===== src/rtl/result_writeback_ctrl.sv =====
// result_writeback_ctrl: deskews systolic-array column outputs into row words and
// writes them to the result SRAM at consecutive addresses, with busy/done/err status.
module result_writeback_ctrl #(
    parameter int MATRIX_SIZE    = 8,
    parameter int PARTIAL_SUM_BW = 20,
    parameter int ADDRESSSIZE    = 10,
    parameter bit REVERSE        = 1
) (
    input  logic                                    clk,
    input  logic                                    rstn,
    input  logic                                    start,
    input  logic [ADDRESSSIZE-1:0]                  base_addr,
    input  logic [ADDRESSSIZE:0]                    num_rows,
    input  logic [PARTIAL_SUM_BW*MATRIX_SIZE-1:0]   result,
    input  logic                                    result_valid,
    output logic                                    wr_en,
    output logic [ADDRESSSIZE-1:0]                  wr_addr,
    output logic [PARTIAL_SUM_BW*MATRIX_SIZE-1:0]   wr_data,
    output logic                                    busy,
    output logic                                    done,
    output logic                                    err
);
    localparam int N  = MATRIX_SIZE;
    localparam int BW = PARTIAL_SUM_BW;
    localparam int AW = ADDRESSSIZE;

    typedef enum logic [1:0] {IDLE, RUN, DRAIN, DONE} state_t;

    state_t          r_state, w_next;
    logic [AW-1:0]   r_base;
    logic [AW:0]     r_rows, r_acnt, r_wcnt;
    logic [N-2:0]    r_vld;
    logic [N*BW-1:0] w_row;
    logic            w_start, w_acc, w_wr;

    assign w_start = (r_state == IDLE) && start;
    assign w_acc   = (r_state == RUN) && result_valid;
    assign w_wr    = r_vld[N-2];
    assign busy    = (r_state == RUN) || (r_state == DRAIN);
    assign done    = (r_state == DONE);

    always_ff @(posedge clk or negedge rstn)
        if (!rstn) r_state <= IDLE;
        else       r_state <= w_next;

    always_comb begin
        w_next = r_state;
        case (r_state)
            IDLE:    if (start) w_next = (num_rows == '0) ? DONE : RUN;
            RUN:     if (w_acc && (r_acnt + 1'b1) == r_rows) w_next = DRAIN;
            DRAIN:   if (r_wcnt == r_rows) w_next = DONE;
            default: w_next = IDLE;
        endcase
    end

    // The start clear takes priority over an err set in the same cycle.
    always_ff @(posedge clk or negedge rstn)
        if (!rstn) begin
            r_base <= '0;
            r_rows <= '0;
            r_acnt <= '0;
            r_wcnt <= '0;
            err    <= 1'b0;
        end else begin
            if (w_start) begin
                r_base <= base_addr;
                r_rows <= num_rows;
                r_acnt <= '0;
                r_wcnt <= '0;
            end else begin
                if (w_acc) r_acnt <= r_acnt + 1'b1;
                if (w_wr)  r_wcnt <= r_wcnt + 1'b1;
            end
            if (w_start)                                err <= 1'b0;
            else if (result_valid && r_state != RUN)    err <= 1'b1;
        end

    always_ff @(posedge clk or negedge rstn)
        if (!rstn) begin
            r_vld   <= '0;
            wr_en   <= 1'b0;
            wr_addr <= '0;
            wr_data <= '0;
        end else begin
            r_vld   <= {r_vld[N-3:0], w_acc};
            wr_en   <= w_wr;
            wr_addr <= w_wr ? r_base + r_wcnt[AW-1:0] : '0;
            wr_data <= w_wr ? w_row : '0;
        end

    // Lane g arrives g cycles late, so it gets g fewer stages; the output register is the last stage.
    for (genvar g = 0; g < N; g++) begin : g_lane
        localparam int D = N - 1 - g;
        localparam int S = REVERSE ? N - 1 - g : g;
        logic [BW-1:0] w_in;
        assign w_in = result[g*BW +: BW];
        if (D == 0) begin : g_direct
            assign w_row[S*BW +: BW] = w_in;
        end else begin : g_dly
            logic [BW-1:0] r_sr [D];
            always_ff @(posedge clk or negedge rstn)
                if (!rstn) begin
                    for (int k = 0; k < D; k++) r_sr[k] <= '0;
                end else begin
                    r_sr[0] <= w_in;
                    for (int k = 1; k < D; k++) r_sr[k] <= r_sr[k-1];
                end
            assign w_row[S*BW +: BW] = r_sr[D-1];
        end
    end
endmodule


===== config.mk =====
export PLATFORM = sky130hd
export DESIGN_NAME = result_writeback_ctrl
export DESIGN_NICKNAME = d
export VERILOG_FILES = /design/src/rtl/result_writeback_ctrl.sv
export SDC_FILE = /design/constraint.sdc
export NUM_CORES = 1
export LEC_CHECK = 0
export CORE_UTILIZATION = 56
export DETAILED_ROUTE_END_ITERATION = 12
export MAX_ROUTING_LAYER = met4
export PLACE_DENSITY = 0.82
export SYNTH_ARGS = -nofsm -noshare
export SYNTH_HDL_FRONTEND = slang
export SYNTH_SLANG_ARGS = --single-unit

===== constraint.sdc =====
create_clock -name clk -period 3.6 [get_ports clk]
set_input_delay 0.9 -clock clk [delete_from_list [all_inputs] [get_ports clk]]
set_output_delay 0.9 -clock clk [all_outputs]
set_load 0.005 [all_outputs]

; ---- After elaboration in Yosys (flattened, before gate mapping)
; Index checks and enable logic that the tools add are counted.
[op_classes]
reduce_logical = 11
addsub = 3
n_eq_ne = 9
mux = 13
[op_table]
columns = operator, n
row1 = $mux W160, 1
row2 = $mux W11, 4
row3 = $add A11 B1 Y11 const B, 2
row4 = $eq A11 B11 Y1, 2
row5 = $logic_not A11 Y1, 1
row6 = $add A10 B10 Y10, 1
row7 = $mux W10, 1
row8 = $mux W2, 4
row9 = $ne A2 B1 Y1 const B, 3
row10 = $pmux W2 S3, 1
row11 = $reduce_bool A2 Y1, 3
row12 = $eq A2 B2 Y1 const B, 2
row13 = $logic_and A1 B1 Y1, 4
row14 = $reduce_and A3 Y1, 1
row15 = $eq A2 B1 Y1 const B, 1
row16 = $logic_not A2 Y1, 1
row17 = $mux W1, 2
row18 = $ne A2 B2 Y1 const B, 1
row19 = $logic_or A1 B1 Y1, 1
[totals]
wordCells = 74
regBits = 784
output_inout_bits = 174
inputBits = 185

; ---- Logic depth before layout (Yosys ltp)
[depth]
ltp_word = 5
ltp_mapped = 10
mapped_depth_nobuf = 10

; ---- Worst setup path before layout
; No wires, ideal clock.
[synth_path]
kind = in2reg
start = in result_valid
end = reg r_state[0]
cell_stages = 6
setup_time_ps = 126
path_slack_ps = 1504
t_arrival_ps = 1970
n_path_buf = 0
required_ps = 3474
cell_sequence = nand2_1 > nor3_1 > nand3_1 > a2111oi_2 > a31oi_1 > o32a_1
[synth_between]
elab_chain_len = 4
[synth_rtl]
columns = item, line
row1 = start: declaration, 15  ; input logic result_valid,
row2 = $logic_and A1 B1 Y1, 37  ; assign w_acc = (r_state == RUN) && result_valid;
row3 = $logic_and A1 B1 Y1, 50  ; RUN: if (w_acc && (r_acnt + 1'b1) == r_rows) w_next = DRAIN;
row4 = $ne A2 B1 Y1 (no source line), -
row5 = $reduce_and A3 Y1 (no source line), -
row6 = end signal: assignment, 44  ; else r_state <= w_next;
row7 = end: declaration, 29  ; state_t r_state, w_next;
; No other way between the ends.
; A chain may end at the register's enable or synchronous reset.

; ---- Worst setup path in the final report
[layout_path]
start = reg r_state[0]
end = out busy
[layout_between]
elab_chain_len = 2
word_cells_on_any_way = 3
classes_between = 2 x eq/ne / 1 x reduce/logical
[layout_rtl]
columns = item, line
row1 = $eq A2 B1 Y1 / $eq A2 B2 Y1 (equally long branches), 39  ; assign busy = (r_state == RUN) || (r_state == DRAIN);
row2 = $logic_or A1 B1 Y1 (*), 39
row3 = end: declaration, 19  ; output logic busy,
; Mark *: on every way between the ends. The rest lies on a longest branch, timed or not.

==> results.yml <==
placed_design:
  io_buffers: 358
  hpwl_mm: 29.38
  dp.cells: 2136
  place_congestion: 0.8662
floorplan:
  initial_utilization_pct: 56.74
  dieHeight_um: 202.4
  die-area_mm2: 0.04097
  io_pins: 359
  die_w_um: 202.4
  core_region_area_mm2: 0.03964
  rows: 73
cts:
  cts_tree: "yes"
  ctsLongestPathBuffers: 3
  cts-root-buf: "clkbuf_16"
  cts_resized: 0
  tritoncts.num_buffers: 73
  insertion_delay_ns: 0.60
  cts_num_sinks: 784
  cts_setup_buffers: 0
  clk_pin_slew_ns: 0.06
  ctsHoldBuffers: 0
  htree_levels: 3
setup_path:
  rr_endpoint: "wr_addr[6]"
  start_kind: "flip-flop"
  path_class: "reg2out"
  startpoint: "r_state[0]"
  path_max_fanout: 5
  end_kind: "primary output"
  critPathCapture: "busy"
  r2r_slack_ns: 1.19
  required_ns: 2.70
  ff2ff_path_depth: 10
  r2r-start: "r_wcnt[0]"
  cp.arrival_ns: 1.98
min_path:
  min_path_type: "reg2reg"
global_routing:
  grt_pass1_vias: 12650
  grt_max_degree: 94
  overflow: 0
  grt_pass1_wl_mm: 74.18
  antenna_found_initial: 8
  grt_usage_pct: 25.66
synth:
  synth.top_cells.by_count: "dfrtp_1, and2_1, nand2_1, clkbuf_1, xnor2_1"
  yosysMostFrequentCell: "dfrtp_1"
  yosysWarnings: 0
  ys_ff_latch: 784
  ys_top_cells_by_area: "dfrtp_1, and2_1, nand2_1"
  synth_area_mm2: 0.02249
  synthDistinctLibCells: 50
  yosys_most_used_dff: "dfrtp_1"
  yosysSeqAreaShare_pct: 87.23
  synth_fp_nets: 1461
  yosys.area.top_type: "dfrtp_1"
  synthCells: 1259
  synth_edf_count: 0
  synth.avg_cell_area_um2: 17.86
  synth.top_cell.area_share_pct: 87.23
  synthArstFlopShare_pct: 100.0
detailed_routing:
  wire_per_inst_um: 21.21
  drc: 0
  vias_per_cell: 4.877
  firstDrtPassIters: 7
  drtAntennaViolNets: 0
  drtIter0Drc: 564
  wl_mm: 48.33
  num_vias: 11110
cells_and_area:
  areaGrowthSynthToFinish_pct: 30.77
  fin_nets: 1888
  fin_cells: 2278
  fin_util_pct: 74.19
  final_layout_size_suffix_gt1_share_pct: 9.341
sta:
  finClkSkew_ns: 0.01938
  fmax_mhz: 347.8
  drv_slew: 0
  finalSetupTns_ns: 0
  fin_crit_sh_pct: 79.87
  relSlewSlack_pct: 45.53
  hold_viol_final: 0
  period_minus_slack_ns: 2.875
  rsz0062_at_grt: "no"
  tightest_slew_ns: 0.8171
  hold_slack_ns: 0.3349
  setup_viol: 0
run:
  drv_cap: 0
pwr:
  power_leakage_nw: 13.52
  irDropWorstVdd_v: 0.0005527
  p_per_area_mw_per_mm2: 593.0
  finalPower_w: 0.01744
outcome:
  outcome: "finished, final reports clean"
how the worst min path moves through the flow:
| stage | startpoint | endpoint | slack [ns] | depth (start not counted) |
|---|---|---|---|---|
| 6_report | g_lane[5].g_dly.r_sr[39] | g_lane[5].g_dly.r_sr[19] | 0.33 | 0 |
| 5_1_grt | g_lane[5].g_dly.r_sr[39] | g_lane[5].g_dly.r_sr[19] | 0.35 | 0 |
| 4_1_cts | g_lane[2].g_dly.r_sr[96] | g_lane[2].g_dly.r_sr[76] | 0.34 | 0 |
| 3_5_place_dp | g_lane[0].g_dly.r_sr[127] | g_lane[0].g_dly.r_sr[107] | 0.33 | 0 |
| 3_3_place_gp | g_lane[2].g_dly.r_sr[66] | g_lane[2].g_dly.r_sr[46] | 0.33 | 0 |
| 2_1_floorplan | g_lane[0].g_dly.r_sr[20] | g_lane[0].g_dly.r_sr[0] | 0.33 | 0 |
sequential cells by signal (all words and copies together), names as in the netlist:
signal / flops
g_lane.g_dly.r_sr: 560
wr_data: 160
r_acnt: 11
r_rows: 11
r_wcnt: 11
r_base: 10
wr_addr: 10
r_vld: 7
r_state: 2
err: 1
wr_en: 1
cells in the final DEF, fill, tap and decap left out, types with 17 or more instances in the layout:
cell type          n
nand2_1           79
dfrtp_1          783
nor2_1            22
clkbuf_16         75
xnor2_1           25
o21ai_0           17
clkdlybuf4s50_1  357
clkinv_2          19
and2_1           167
layout make-up:
class	count	area, um2
sequential	784	19620
timing repair buffer	383	3901
inverter	11	41.29
clock inverter	34	354.1
antenna	8	20.02
clock buffer	100	2121
fill	2181	10230
multi-input combinational	433	2694
tap	525	656.9
cells by family (layout without fill, tap and decap cells):
logic type	Yosys count	count (layout)	share of synthesized area, %
other cells	0	8	0
compound gates	52	52	1.474
buf+inv	42	528	0.7899
xor+xnor	41	41	1.597
fa+ha+maj	17	17	0.9791
mux	1	1	0.04451
simple gates	322	322	7.883
flops	784	784	87.23
critical path: stages, from the launching register on:
cell	delay [ns]
dfrtp_1	0.45
inv_1	0.10
ha_1	0.33
clkdlybuf4s50_1	0.51
report_power, final:
part           internal, W  switching [W]  leakage (nW)
clock              0.00453        0.00326          1.23
combinational     0.000204       0.000214          2.71
sequential         0.00913       0.000109          9.58
per-stage QoR:
stage / area (um2) / worst slack, ns
final: 29410 / 0.7246
after global routing: 29410 / 0.6502
after CTS: 29390 / 0.7070
after floorplan: 22490 / 1.504
after detailed placement: 26920 / 0.7506
after global placement: 26920 / 0.7828
routing by layer:
layer	share of wire (%)	GRT usage (%)	up-vias
met5	0	-	-
met4	2.7	9.049	0
met3	8.2	8.530	87
met2	53	43.15	387
met1	36	28.65	5784
li1	-	-	4851
Power figures use the tool's default switching activity.
